**config.mk**
```make
export PLATFORM = sky130hd
export DESIGN_NAME = dp_ram_pipe
export DESIGN_NICKNAME = d
export VERILOG_FILES = /design/src/rtl/dp_ram_pipe.sv
export SDC_FILE = /design/constraint.sdc
export NUM_CORES = 1
export LEC_CHECK = 0
export CAP_MARGIN = 20
export CORE_ASPECT_RATIO = 2
export CORE_MARGIN = 2
export CORE_UTILIZATION = 25
export DETAILED_ROUTE_END_ITERATION = 16
export PLACE_DENSITY_LB_ADDON = 0.05
export SLEW_MARGIN = 20
export SYNTH_ARGS = -nofsm -noshare
export SYNTH_HDL_FRONTEND = slang
export SYNTH_SLANG_ARGS = --single-unit
```
**constraint.sdc**
```tcl
create_clock -name clk -period 17.04 [get_ports clk]
set_input_delay 1.704 -clock clk [delete_from_list [all_inputs] [get_ports clk]]
set_output_delay 1.704 -clock clk [all_outputs]
set_load 0.005 [all_outputs]
```
**src/rtl/dp_ram_pipe.sv**
```systemverilog
// Simple dual-port register-array RAM: byte-lane writes, 1- or 2-cycle read latency,
// selectable read-during-write policy, out-of-range flags and a saturating collision counter.
module dp_ram_pipe #(
   parameter int ADDR_SIZE  = 4,
   parameter int DATA_SIZE  = 32,
   parameter int DEPTH      = 2**4,
   parameter int RD_LATENCY = 1,
   parameter int RDW_MODE   = 0
) (
   input  logic                   clk,
   input  logic                   rst,
   input  logic                   wr,
   input  logic [ADDR_SIZE-1:0]   addr_wr,
   input  logic [DATA_SIZE-1:0]   data_wr,
   input  logic [DATA_SIZE/8-1:0] be_wr,
   input  logic                   rd,
   input  logic [ADDR_SIZE-1:0]   addr_rd,
   output logic [DATA_SIZE-1:0]   data_rd,
   output logic                   rd_valid,
   output logic                   rd_oob,
   output logic                   wr_oob,
   output logic [15:0]            coll_cnt
);

   localparam int NB = DATA_SIZE / 8;
   localparam logic [ADDR_SIZE:0] DEPTH_L = (ADDR_SIZE+1)'(DEPTH);

   function automatic logic [DATA_SIZE-1:0] merge_bytes(input logic [DATA_SIZE-1:0] old_w,
                                                        input logic [DATA_SIZE-1:0] new_w,
                                                        input logic [NB-1:0]        be);
      logic [DATA_SIZE-1:0] res;
      res = old_w;
      for (int i = 0; i < NB; i++)
         if (be[i]) res[8*i +: 8] = new_w[8*i +: 8];
      return res;
   endfunction

   function automatic logic [15:0] sat_inc(input logic [15:0] v);
      return (v == 16'hFFFF) ? v : v + 16'd1;
   endfunction

   logic [DATA_SIZE-1:0] mem_q [DEPTH];
   logic                 wr_in_rng, rd_in_rng, coll;
   logic [DATA_SIZE-1:0] wr_merged, rd_word;
   logic [15:0]          coll_cnt_q, coll_cnt_d;
   logic                 wr_oob_q;
   logic                 vld_p0_q, oob_p0_q;
   logic [DATA_SIZE-1:0] data_p0_q;

   always_comb begin
      wr_in_rng  = {1'b0, addr_wr} < DEPTH_L;
      rd_in_rng  = {1'b0, addr_rd} < DEPTH_L;
      coll       = wr && rd && (addr_wr == addr_rd) && rd_in_rng && (be_wr != '0);
      wr_merged  = merge_bytes(mem_q[addr_wr], data_wr, be_wr);
      // On a collision the write-first policy forwards the merged word straight to the read port.
      if (!rd_in_rng)
         rd_word = '0;
      else if (RDW_MODE == 1 && coll)
         rd_word = wr_merged;
      else
         rd_word = mem_q[addr_rd];
      coll_cnt_d = coll ? sat_inc(coll_cnt_q) : coll_cnt_q;
   end

   always_ff @(posedge clk or posedge rst) begin
      if (rst) begin
         for (int i = 0; i < DEPTH; i++) mem_q[i] <= '0;
      end else if (wr && wr_in_rng) begin
         mem_q[addr_wr] <= wr_merged;
      end
   end

   // Stage p0: word captured at the sampling edge
   always_ff @(posedge clk or posedge rst) begin
      if (rst) begin
         vld_p0_q   <= 1'b0;
         oob_p0_q   <= 1'b0;
         data_p0_q  <= '0;
         wr_oob_q   <= 1'b0;
         coll_cnt_q <= '0;
      end else begin
         vld_p0_q   <= rd;
         oob_p0_q   <= rd && !rd_in_rng;
         if (rd) data_p0_q <= rd_word;
         wr_oob_q   <= wr && !wr_in_rng;
         coll_cnt_q <= coll_cnt_d;
      end
   end

   generate
      if (RD_LATENCY == 2) begin : g_lat2
         logic                 vld_p1_q, oob_p1_q;
         logic [DATA_SIZE-1:0] data_p1_q;
         // Stage p1: extra output register
         always_ff @(posedge clk or posedge rst) begin
            if (rst) begin
               vld_p1_q  <= 1'b0;
               oob_p1_q  <= 1'b0;
               data_p1_q <= '0;
            end else begin
               vld_p1_q <= vld_p0_q;
               oob_p1_q <= oob_p0_q;
               if (vld_p0_q) data_p1_q <= data_p0_q;
            end
         end
         assign rd_valid = vld_p1_q;
         assign rd_oob   = oob_p1_q;
         assign data_rd  = data_p1_q;
      end else begin : g_lat1
         assign rd_valid = vld_p0_q;
         assign rd_oob   = oob_p0_q;
         assign data_rd  = data_p0_q;
      end
   endgenerate

   assign wr_oob   = wr_oob_q;
   assign coll_cnt = coll_cnt_q;

endmodule
```
==> reports/summary.txt, run 1 <==
Reg2Reg Capture Point: coll_cnt[1]$_DFFE_PP0P_
Routed Antenna Nets: 0
die area: 121000 um^2
asr flop ratio synth: 1.00
post-place instance area: 31800 um^2
clk_skew: 16.9 ps
final setup TNS: 0 ps
Worst-Margin Slew: 1130 ps
TritonCTS Buffers: 60
pwr/cell area: 124 nW/um^2
largest net degree at the start of global routing: 92
synth unique cells: 55
Routed wire per std cell: 28.4 um
post-detail-place hpwl: 69.1 mm
Setup CP Type: in2reg
Synth Area in Adders: 0.000425
GRT Overall Usage: 0.202
crit path from: addr_wr[3]
WL final: 121 mm
post-CTS setup buffer count: 0
Setup violations, final: 0
maximum vdd drop: 0.0779 mV
Yosys warnings: 0
CP endpoint kind: flip-flop
first-pass GRT wire length: 174 mm
count leader, synth: dfrtp_1
Core Rows: 178
largest family of logic cells by synthesized area: multiplexers
combinational share of power: 0.226
routed vias/inst: 5.17
Lkg Pwr: 13.7 nW
Remaining DRCs: 0
Pins Over Slew Limit: 0
status: completed
Worst Hold Depth: 2
core area: 117000 um^2
worst reg2reg setup slack: 14950 ps
multiplexer area fraction after synthesis: 0.197
GR Overflow Total: 0
hold wc startpoint: mem_q[509]$_DFFE_PP0P_
Die Height: 489 um
clk buf depth: 3
fill cell count: 12.3k
Die Wd: 247 um
leading area contributor after synthesis: dfrtp_1
H-tree depth: 2
post-synthesis sequential element count: 561
Synth area leaders: dfrtp_1 48%, mux2i_1 9.8%, mux4_2 9.8%
layout cells sized above 1: 0.154
area of the mapped netlist: 29400 um^2
Starting DRT DRC Count: 1568
Final Critical Period: 4690 ps
Initial Util: 0.251
register share of total power: 0.455
initial antenna violation count: 3
Worst Path Arrival: 5190 ps
number of flops mapped to enable cells by yosys: 0
Post-Synth XOR/XNOR Area: 0.00527
Switch Pwr: 1.35 mW
Hold EP: mem_q[509]$_DFFE_PP0P_
Tcrit/Tclk final: 0.275
Hold-fix buffers, CTS: 0
drt pass-1 iters: 6
Mapped Cells: 2695
commonest cells in the netlist: 561 x dfrtp_1, 310 x nand2_1, 288 x mux2i_1, 272 x nor2_1, 252 x o21ai_0
WP data required: 17540 ps
hold crit path type: reg2reg
total clock sinks: 561
cts repair resizes: 0
# nets final: 2738
sw frac: 0.321
RSZ-0062 raised after global routing: no
worst r2r src: coll_cnt[0]$_DFFE_PP0P_
# port buffers: 96
CTS tree: built
Synth Area in Compound Gates: 0.164
vias in the first global route: 22.4k
Root Buffer: clkbuf_16
post-synth top area share: 0.477
final number of hold-violating endpoints: 0
sequential-to-total area share from yosys stat: 0.477
synthesized area per cell: 10.9 um^2
internal power: 2.85 mW
Clk pwr share: 0.320
Max Cap Viol: 0
headroom to the max-slew limit: 0.246
Worst Setup Start Kind: input port
I/O pins: 99
clock transition at the registers of the reported paths: 60 ps
Main synth FF type: dfrtp_1
Max Clock Freq: 213 MHz
Layout area overhead: 14.6%
worst-path fanout max: 45
Clk Latency, worst-skew pair: 660 ps
post-route cell area: 33700 um^2
simple-gate portion of the synthesized area: 0.108
Final Wtd Congestion: 0.726
worst r2r path cells: 5
vias: 22.0k
## state kept, by name, indices dropped and copies added (netlist names)
register	cells
mem_q	512
data_rd	32
coll_cnt	16
rd_valid	1
## layout by cell type (no fill, tap or decap), types with 32 or more instances in the layout
master,count
buf_4,76
a222oi_1,32
nand2_1,309
mux4_2,128
a21oi_1,64
a31oi_1,224
dfrtp_1,561
a22o_1,32
o21ai_0,252
o22ai_1,56
mux2i_1,288
nor2_1,262
clkdlybuf4s50_1,86
clkbuf_16,61
## cell type report
type / count / area (um^2) / area share
Multi-Input combinational cell: 1886 / 14300 / 0.424
Sequential cell: 561 / 14000 / 0.416
Tap cell: 1530 / 1910 / 0.0567
Clock buffer: 92 / 1790 / 0.0531
Timing Repair Buffer: 172 / 1540 / 0.0456
Clock inverter: 11 / 110 / 0.00326
Inverter: 8 / 33.8 / 0.00100
Antenna cell: 1 / 2.50 / 0.0000742
## power by group through the flow
| stage | combinational (mW) | clock [mW] | sequential (mW) |
|---|---|---|---|
| after floorplan | 0.702 | 0 | 1.84 |
| after global placement | 0.941 | 0 | 1.93 |
| after detailed placement | 0.956 | 0 | 1.93 |
| after CTS | 0.957 | 1.40 | 1.91 |
| after global routing | 1.06 | 1.44 | 1.95 |
| final | 0.946 | 1.34 | 1.91 |
## how the worst max path moves through the flow
stage                              endpoint  depth (start not counted)
floorplan           coll_cnt[0]$_DFFE_PP0P_                          1
global placement     mem_q[345]$_DFFE_PP0P_                          7
detailed placement   mem_q[167]$_DFFE_PP0P_                          7
CTS                  mem_q[167]$_DFFE_PP0P_                          7
global route         mem_q[393]$_DFFE_PP0P_                          8
finish               mem_q[393]$_DFFE_PP0P_                          8
## critical path: stages
cell and delay (ps):
buf_4 500, buf_4 850, nor2b_4 820, buf_4 490
a22o_1 210, a21oi_1 50, a21boi_2 380, a21oi_1 120
## metal layers
metal / routed length [um] / global-route usage / vias to the layer above
met3: 4310 / 0.0231 / 138
met2: 58400 / 0.338 / 497
met5: 24 / 0 / -
met1: 55200 / 0.277 / 11400
li1: - / - / 10000
met4: 3010 / 0.0521 / 4
## cells by family after synthesis
family | Yosys count
and+or+nand+nor | 702
AOI/OAI and AO/OA | 745
other | 1
DFF | 561
xor gates and xnor gates | 16
buffers and inverters | 249
muxes | 420
adders and majority gates | 1
## stage by stage
step	utilization	cells	setup slack (ps)	total power [mW]	hold WS [ps]
global route	0.288	4260	12210	4.45	526
global placement	0.270	4155	11510	2.87	484
finish	0.288	4261	12350	4.19	501
CTS	0.288	4260	12210	4.26	508
detailed placement	0.271	4157	11510	2.88	493
floorplan	-	2696	7700	2.54	466
(Power assumes the default switching activity.)
==> run 2: changes to the inputs <==
Clock period 17.04 ns to 4.5 ns, I/O delays scaled along.
==> run 2 against run 1 <==
  * Global-route usage is 0.27 points lower
  * Combinational power grew to 3.8 times the previous value
  * Die area stayed put
  * Non-clock buffer count is 38 higher
  * Hold slack worse by 240 ps
  * Critical path depth is 2 lower
  * Power grew to 3.8 times the previous value
  * Register-to-register slack worse by 12000 ps
  * Flip-flop and latch count stayed put
  * Routed wire length is 1.3% lower
  * Largest cell class unchanged
==> reports/summary.txt, run 2 (synthesis results as in run 1) <==
status: completed
maximum vdd drop: 0.329 mV
total clock sinks: 561
critical path's top delay family: compound AO/OA/AOI/OAI gates
Core Rows: 178
final number of hold-violating endpoints: 0
Die Height: 489 um
Die Wd: 247 um
Final Critical Period: 3010 ps
worst-path fanout max: 10
register share of total power: 0.450
fin cells: 4308
cts repair resizes: 0
Switch Pwr: 5.13 mW
Reg2Reg Capture Point: coll_cnt[15]$_DFFE_PP0P_
# port buffers: 96
commonest non-fill, non-tap cell in the layout: dfrtp_1
vias in the first global route: 22.4k
Clk pwr share: 0.327
placed insts: 4195
Layout area overhead: 15.7%
Lkg Pwr: 14.0 nW
drt pass-1 iters: 6
RSZ-0062 raised after global routing: no
crit path from: addr_wr[0]
CP Cell Sequence: clkdlybuf4s50_1 -> nand3b_1 -> o22ai_1 -> o31ai_4 -> a21boi_2 -> a21oi_1
I/O pins: 99
vias: 22.0k
Max Clock Freq: 332 MHz
final setup TNS: 0 ps
WL final: 119 mm
internal power: 10.9 mW
TritonCTS Buffers: 61
clk buf depth: 3
combinational share of power: 0.224
clock transition at the registers of the reported paths: 60 ps
hold crit path type: in2async
Final Wtd Congestion: 0.736
max reg flops: 512
Max Cap Viol: 0
Tcrit/Tclk final: 0.669
Pins Over Slew Limit: 0
slowest CP cell: nand3b_1
worst reg2reg setup slack: 2460 ps
worst r2r src: coll_cnt[0]$_DFFE_PP0P_
clk_skew: 35.0 ps
post-route cell area: 34100 um^2
Hold-fix buffers, CTS: 0
GR Overflow Total: 0
Biggest register: mem_q
Worst Setup Start Kind: input port
H-tree depth: 2
Worst path max stage delay: 890 ps
post-CTS setup buffer count: 0
worst setup path end: mem_q[247]$_DFFE_PP0P_
pwr/cell area: 472 nW/um^2
WP data required: 5020 ps
initial antenna violation count: 6
most frequent cells in the layout: 561 x dfrtp_1, 309 x nand2_1, 288 x mux2i_1
Routed Antenna Nets: 0
total power: 16.1 mW
core area: 117000 um^2
die area: 121000 um^2
Worst-Margin Slew: 1140 ps
Clk Latency, worst-skew pair: 680 ps
Setup violations, final: 0
sw frac: 0.320
GRT Overall Usage: 0.199
routed vias/inst: 5.11
Root Buffer: clkbuf_16
first-pass GRT wire length: 173 mm
Routed wire per std cell: 27.7 um
# nets final: 2777
Worst Path Arrival: 3520 ps
worst r2r path cells: 6
Starting DRT DRC Count: 1729
Fin Hold WS: 259 ps
Remaining DRCs: 0
fill cell count: 12.3k
Initial Util: 0.251
layout cells sized above 1: 0.166
post-detail-place hpwl: 72.9 mm
headroom to the max-slew limit: 0.239
post-place instance area: 32000 um^2
largest net degree at the start of global routing: 103
Critical Path Stages: 6
Setup CP Type: in2reg
crit path buf inv count: 1
CP endpoint kind: flip-flop
CTS tree: built
-- run 2: cell types whose count changed in the layout (fill, tap and decap cells not counted), sizes merged --
cell	previous run	this run
clkbuf	92	97
inv	7	8
diode	1	2
clkinvlp	3	2
buf	86	124
clkinv	7	10
-- run 2: power groups by stage --
stage,Sequential (mW),Combinational [mW],Clock (mW)
floorplan,6.95,2.66,0
global placement,7.30,3.62,0
detailed placement,7.31,3.64,0
CTS,7.22,3.65,5.47
global route,7.39,4.03,5.62
finish,7.22,3.59,5.25
-- run 2: area by class of cell --
type,count,area (um^2),share of cell area
Clock buffer,97,1870,0.0550
Inverter,8,33.8,0.000992
Multi-Input combinational cell,1886,14200,0.416
Tap cell,1530,1910,0.0562
Antenna cell,2,5.00,0.000147
Sequential cell,561,14000,0.412
Clock inverter,14,130,0.00382
Timing Repair Buffer,210,1910,0.0561
-- run 2: worst min path at each step --
stage | from | end | slack, ps | cells past startpoint
floorplan | mem_q[160]$_DFFE_PP0P_ | mem_q[160]$_DFFE_PP0P_ | 470 | 2
global placement | mem_q[9]$_DFFE_PP0P_ | mem_q[9]$_DFFE_PP0P_ | 480 | 2
detailed placement | mem_q[204]$_DFFE_PP0P_ | mem_q[204]$_DFFE_PP0P_ | 490 | 2
CTS | rst | coll_cnt[4]$_DFFE_PP0P_ | 240 | 2
global route | rst | coll_cnt[1]$_DFFE_PP0P_ | 290 | 2
finish | rst | coll_cnt[1]$_DFFE_PP0P_ | 260 | 2
-- run 2: stage by stage --
step / setup WS [ps] / utilization
2_1_floorplan: -3590 / -
3_3_place_gp: 823 / 0.274
3_5_place_dp: 784 / 0.274
4_1_cts: 1520 / 0.291
5_1_grt: 1460 / 0.291
6_report: 1490 / 0.291
-- run 2: worst register-to-register path, stage by stage, from the launching register on --
cell and delay (ps):
dfrtp_1 420, ha_1 260, nand4_1 130, nor4_1 90
nor4_4 600, nand4_1 240, xnor2_1 180
-- run 2: routing by layer --
| layer | GRT usage | vias up | part of all wire |
|---|---|---|---|
| met5 | 0 | - | 0 |
| met3 | 0.0219 | 112 | 0.036 |
| met4 | 0.0487 | 0 | 0.023 |
| met1 | 0.283 | 11300 | 0.47 |
| met2 | 0.323 | 519 | 0.47 |
| li1 | - | 10100 | - |
